$ cat config.mk
export PLATFORM = sky130hd
export DESIGN_NAME = bar_mover
export DESIGN_NICKNAME = d
export VERILOG_FILES = /design/src/rtl/bar_mover.sv
export SDC_FILE = /design/constraint.sdc
export NUM_CORES = 1
export LEC_CHECK = 0
export ABC_AREA = 1
export CAP_MARGIN = 40
export CORE_MARGIN = 3
export CORE_UTILIZATION = 50
export CTS_CLUSTER_SIZE = 30
export DETAILED_ROUTE_END_ITERATION = 6
export GPL_TIMING_DRIVEN = 0
export HOLD_SLACK_MARGIN = 0.15
export MAX_ROUTING_LAYER = met4
export PLACE_DENSITY_LB_ADDON = 0.3
export RECOVER_POWER = 25
export SLEW_MARGIN = 0
export SYNTH_ARGS = -nofsm -noshare
export SYNTH_HDL_FRONTEND = slang
export SYNTH_SLANG_ARGS = --single-unit
$ cat constraint.sdc
create_clock -name clk -period 2.7 [get_ports clk]
set_clock_uncertainty 0.05 [all_clocks]
set_input_delay 0.54 -clock clk [delete_from_list [all_inputs] [get_ports clk]]
set_output_delay 0.54 -clock clk [all_outputs]
set_load 0.03 [all_outputs]
$ cat src/rtl/bar_mover.sv
// bar_mover: owns one moving bar on the current stacking row, erasing, shifting and
// redrawing it pixel by pixel through the VGA plot port; freezes it on player stop.
module bar_mover #(
    parameter int CELL = 4,
    parameter int COLS = 16
) (
    input  logic       clk,
    input  logic       reset,
    input  logic       start,
    input  logic [4:0] row,
    input  logic [3:0] bar_len,
    input  logic [2:0] colour,
    input  logic       step,
    input  logic       stop,
    output logic [7:0] x,
    output logic [6:0] y,
    output logic [2:0] colour_out,
    output logic       plot,
    output logic       busy,
    output logic       done,
    output logic [4:0] pos
);

    typedef enum logic [2:0] {
        S_IDLE,
        S_DRAW,
        S_WAIT,
        S_ERASE,
        S_MOVE,
        S_DONE
    } state_t;

    state_t     r_state;
    state_t     w_next;

    logic [4:0] r_row;
    logic [4:0] r_len;
    logic [2:0] r_colour;
    logic [4:0] r_pos;
    logic       r_dir_left;
    logic       r_pending;
    logic       r_step_d;
    logic [7:0] r_px;
    logic [6:0] r_py;

    // First pipeline stage of the pixel path; the output registers form the second.
    logic       r_s1_plot;
    logic [7:0] r_s1_x;
    logic [6:0] r_s1_y;
    logic [2:0] r_s1_colour;

    logic       w_step_edge;
    logic       w_scanning;
    logic [7:0] w_px_last;
    logic       w_px_wrap;
    logic       w_scan_last;
    logic       w_at_right;
    logic [4:0] w_len_clamped;

    assign w_step_edge = step & ~r_step_d;
    assign w_scanning  = (r_state == S_DRAW) || (r_state == S_ERASE);
    assign w_px_last   = 8'(int'(r_len) * CELL - 1);
    assign w_px_wrap   = (r_px == w_px_last);
    assign w_scan_last = w_px_wrap && (r_py == 7'(CELL - 1));
    assign w_at_right  = (int'(r_pos) + int'(r_len) == COLS);
    assign pos         = r_pos;

    always_comb begin
        if (bar_len == 4'd0) begin
            w_len_clamped = 5'd1;
        end else if (int'(bar_len) >= COLS) begin
            w_len_clamped = 5'(COLS - 1);
        end else begin
            w_len_clamped = {1'b0, bar_len};
        end
    end

    // NOTE: sequential state uses non-blocking assignments so every register samples pre-edge values.
    always_ff @(posedge clk or posedge reset) begin
        if (reset) begin
            r_state <= S_IDLE;
        end else begin
            r_state <= w_next;
        end
    end

    // NOTE: w_next gets a default before the case so no path can infer a latch.
    always_comb begin
        w_next = r_state;
        case (r_state)
            S_IDLE:  if (start) w_next = S_DRAW;
            S_DRAW:  if (w_scan_last) w_next = S_WAIT;
            S_WAIT: begin
                if (stop || r_pending) begin
                    w_next = S_DONE;
                end else if (w_step_edge) begin
                    w_next = S_ERASE;
                end
            end
            S_ERASE: if (w_scan_last) w_next = S_MOVE;
            S_MOVE:  w_next = S_DRAW;
            S_DONE:  w_next = S_IDLE;
            default: w_next = S_IDLE;
        endcase
    end

    always_ff @(posedge clk or posedge reset) begin
        if (reset) begin
            r_row      <= 5'd0;
            r_len      <= 5'd1;
            r_colour   <= 3'd0;
            r_pos      <= 5'd0;
            r_dir_left <= 1'b0;
            r_pending  <= 1'b0;
            r_step_d   <= 1'b0;
            r_px       <= 8'd0;
            r_py       <= 7'd0;
        end else begin
            r_step_d <= step;
            case (r_state)
                S_IDLE: begin
                    if (start) begin
                        r_row      <= row;
                        r_len      <= w_len_clamped;
                        r_colour   <= colour;
                        r_pos      <= 5'd0;
                        r_dir_left <= 1'b0;
                        r_px       <= 8'd0;
                        r_py       <= 7'd0;
                    end
                end
                S_DRAW, S_ERASE: begin
                    if (stop) r_pending <= 1'b1;
                    // Counters wrap to zero after the last pixel, ready for the next scan.
                    if (w_px_wrap) begin
                        r_px <= 8'd0;
                        r_py <= w_scan_last ? 7'd0 : r_py + 7'd1;
                    end else begin
                        r_px <= r_px + 8'd1;
                    end
                end
                S_MOVE: begin
                    if (stop) r_pending <= 1'b1;
                    if (!r_dir_left && w_at_right) begin
                        r_dir_left <= 1'b1;
                        r_pos      <= r_pos - 5'd1;
                    end else if (r_dir_left && (r_pos == 5'd0)) begin
                        r_dir_left <= 1'b0;
                        r_pos      <= r_pos + 5'd1;
                    end else if (r_dir_left) begin
                        r_pos <= r_pos - 5'd1;
                    end else begin
                        r_pos <= r_pos + 5'd1;
                    end
                end
                S_DONE: r_pending <= 1'b0;
                default: ;
            endcase
        end
    end

    always_ff @(posedge clk or posedge reset) begin
        if (reset) begin
            r_s1_plot   <= 1'b0;
            r_s1_x      <= 8'd0;
            r_s1_y      <= 7'd0;
            r_s1_colour <= 3'd0;
            plot        <= 1'b0;
            x           <= 8'd0;
            y           <= 7'd0;
            colour_out  <= 3'd0;
            busy        <= 1'b0;
            done        <= 1'b0;
        end else begin
            r_s1_plot   <= w_scanning;
            r_s1_x      <= 8'(int'(r_pos) * CELL + int'(r_px));
            r_s1_y      <= 7'(int'(r_row) * CELL + int'(r_py));
            r_s1_colour <= (r_state == S_ERASE) ? 3'b000 : r_colour;
            plot        <= r_s1_plot;
            x           <= r_s1_x;
            y           <= r_s1_y;
            colour_out  <= r_s1_colour;
            busy        <= (r_state != S_IDLE);
            done        <= (r_state == S_DONE);
        end
    end

endmodule

==> results.toml <==
[layout]
fillers = 563
multi_input_area_mm2 = 0.00149
finalNonFillerCells = 544
area_growth_pct = 21.6
nets = 481
regArea_mm2 = 0.00195
drive_gt1_frac = 0.0893
antennaDiodeCount = 0

[power]
power_density_mw_per_mm2 = 483
ir_worst_vdd_uv = 289
p_leak_nw = 2.17

[critical_path]
crit_required_ps = 2880
crit_path_end_kind = "flip-flop"
cp_max_fo = 8
slowest_delay_ps = 490
slowest_stage = "dfrtp_1"
ff2ff_path_depth = 8
crit_type = "reg2reg"
rrSetupSlack_ps = 440
crit_path_start_kind = "flip-flop"
critical_path_arrival_ps = 2440
path_cells = "ha_1 -> fa_1 -> nor3_1 -> nand3_1 -> nand2_1 -> nand2_1 -> nand3_1 -> o21ai_0"

[route]
dr.pass1.iters = 6
ant_nets = 0
vias = 2674
wl_per_cell_um = 12.6
dr.first_iter.drc_count = 126
vias_per_cell = 4.92
drc = 0
drt-total-wl_um = 6870

[yosys]
synth_mux_area_frac = 0
synth_compound_area_frac = 0.0637
seq_area_frac_synth = 0.537
synth_simple_gate_area_frac = 0.217
synth_commonest_cells = "95 x nand2_1, 77 x dfrtp_1, 42 x inv_1"
synth-xor-area-share = 0.0506
synth_top_cell_by_area = "dfrtp_1"
yosysWarnings = 0
synth_most_common_cell = "nand2_1"
synthAdderAreaFrac = 0.0785
synth.avg_cell_area_um2 = 9.34
synthFlopType = "dfrtp_1"
synth.distinct_cells = 30
synth_top_area_share = 0.530
ys_async_sr_fraction = 1.00
synth-edff-count = 0
synthCells = 389
synth_nets = 427
synth_top_family_by_area = "simple AND/OR/NAND/NOR gates"
ys_ff_latch = 78
syn-cell-area_mm2 = 0.00363
yosys-top-cells-area = "dfrtp_1 53%, nand2_1 9.8%, ha_1 6.2%, inv_1 4.3%, xor2_1 3.9%"

[cts]
cts_tree = "yes"
cts-hold-fix-buffers = 0
cts_buffers = 9
cts_sinks = 78
insertion_delay_ps = 350
root_buffer = "clkbuf_8"
postCtsSetupBuffers = 0
clkTransAtPathRegs_ps = 80
cts_max_level = 3
clock_path_buffers = 2
cts_resized = 0

[run]
cap_violations = 0

[placed_design]
placed_cells = 528
gp_congestion = 0.782
dp_hpwl_um = 5070
port_buffers = 42
post-place-ws_ps = 449

[global_route]
grt_max_degree = 58
grt_overflow_total = 0
first_global_vias = 2575
grt.total_usage = 0.186
antenna_found_initial = 0
grt_pass1_wl_um = 11700

[timing]
finalSetupViolCount = 0
post-route-period-util = 0.839
fmax_mhz = 442
fin_ws_ps = 435
rsz0062_at_grt = "false"
timing.slew.headroom = 0.279
finalCriticalPeriod_ps = 2260
hold_slack_ps = 300
finalMaxSlewViolations = 0
finalHoldViolCount = 0
tightestPinTransition_ps = 1080

[die]
die_area_mm2 = 0.00833
io_pins = 43
start_util = 0.526
die_h_um = 91.3
core-area_mm2 = 0.00691
die_w_um = 91.3
placementRows = 30

[run_status]
outcome = "finished clean"

[min_path]
whs_path_depth = 0
min-delay-path-class = "reg2reg"
final timing paths:
| kind | startpoint | end |
|---|---|---|
| max | pos[0] | pos[2] |
| min | r_s1_y[0] | y[0] |
| max reg2reg | pos[0] | pos[2] |
| min reg2reg | r_s1_y[0] | y[0] |
| max in group asynchronous | reset | r_s1_y[3] |
| min in group asynchronous | reset | r_px[7] |
placed cells by master, fill, tap and decap left out, drive strengths merged:
| cell type | Yosys | final |
|---|---|---|
| a21oi | 10 | 10 |
| nand2 | 98 | 98 |
| nand4 | 4 | 4 |
| dlygate4sd3 | 0 | 2 |
| clkbuf | 0 | 11 |
| nor2 | 39 | 39 |
| or2 | 1 | 1 |
| o211ai | 1 | 1 |
| xor2 | 16 | 16 |
| xnor2 | 5 | 5 |
| clkinv | 0 | 1 |
| a21o | 1 | 1 |
| dfrtp | 77 | 77 |
| o22ai | 2 | 2 |
| inv | 47 | 48 |
| bufinv | 0 | 1 |
| clkinvlp | 0 | 2 |
| clkdlybuf4s50 | 0 | 40 |
| o311ai | 1 | 1 |
| a211oi | 1 | 1 |
| nor3 | 5 | 5 |
| buf | 2 | 3 |
| dfstp | 1 | 1 |
| nand3b | 2 | 2 |
| ha | 18 | 18 |
| fa | 3 | 3 |
| o21ai | 26 | 26 |
| nand3 | 29 | 29 |
routing by layer:
| layer | track usage | wire (µm) | part of all wire | vias to the layer above |
|---|---|---|---|---|
| li1 | - | - | - | 1355 |
| met1 | 0.220 | 3210 | 0.47 | 1258 |
| met2 | 0.304 | 3310 | 0.48 | 49 |
| met3 | 0.0588 | 258 | 0.038 | 12 |
| met4 | 0.0565 | 102 | 0.015 | 0 |
| met5 | - | 0 | 0 | - |
cell families after synthesis:
kind of cell | after synthesis
xor gates and xnor gates | 21
buffers and inverters | 49
adders and majority gates | 21
DFF | 78
and+or+nand+nor | 178
AOI/OAI and AO/OA | 42
area by class of cell:
type / instances / area share
buffer: 2 / 0.00368
clock buffer: 11 / 0.0343
clock inverter: 5 / 0.0144
inverter: 47 / 0.0402
multi-input combinational: 262 / 0.337
sequential: 78 / 0.442
tap: 96 / 0.0272
timing repair buffer: 43 / 0.101
power by group:
part           total, mW  internal (mW)  switching [mW]
Combinational     0.0520         0.0245          0.0275
Sequential          1.17           1.17        0.000260
Clock              0.916          0.486           0.430
flip-flops by register name (all words and copies together), names as in the netlist, 4 cells and up:
register,flops
r_py,7
r_row,5
pos,5
r_s1_y,7
y,7
r_s1_x,8
r_len,4
x,8
r_px,8
critical path: cells and delay by family (launching register included):
| family | cells | cell delay (ps) |
|---|---|---|
| adder cells (fa/ha/maj) | 2 | 710 |
| AO/OA/AOI/OAI | 1 | 80 |
| AND/OR/NAND/NOR | 5 | 820 |
| flip-flops | 1 | 490 |
per-stage QoR:
| step | instance area [µm²] | TNS (ps) | total power, mW | util |
|---|---|---|---|---|
| 6_report | 4420 | 0 | 2.14 | 0.640 |
| 3_5_place_dp | 4210 | 0 | 1.25 | 0.609 |
| 4_1_cts | 4420 | 0 | 2.16 | 0.640 |
| 2_1_floorplan | 3630 | 0 | 1.21 | - |
| 5_1_grt | 4420 | 0 | 2.22 | 0.640 |
| 3_3_place_gp | 4180 | -82560 | 1.24 | 0.605 |
Power figures use the tool's default switching activity.
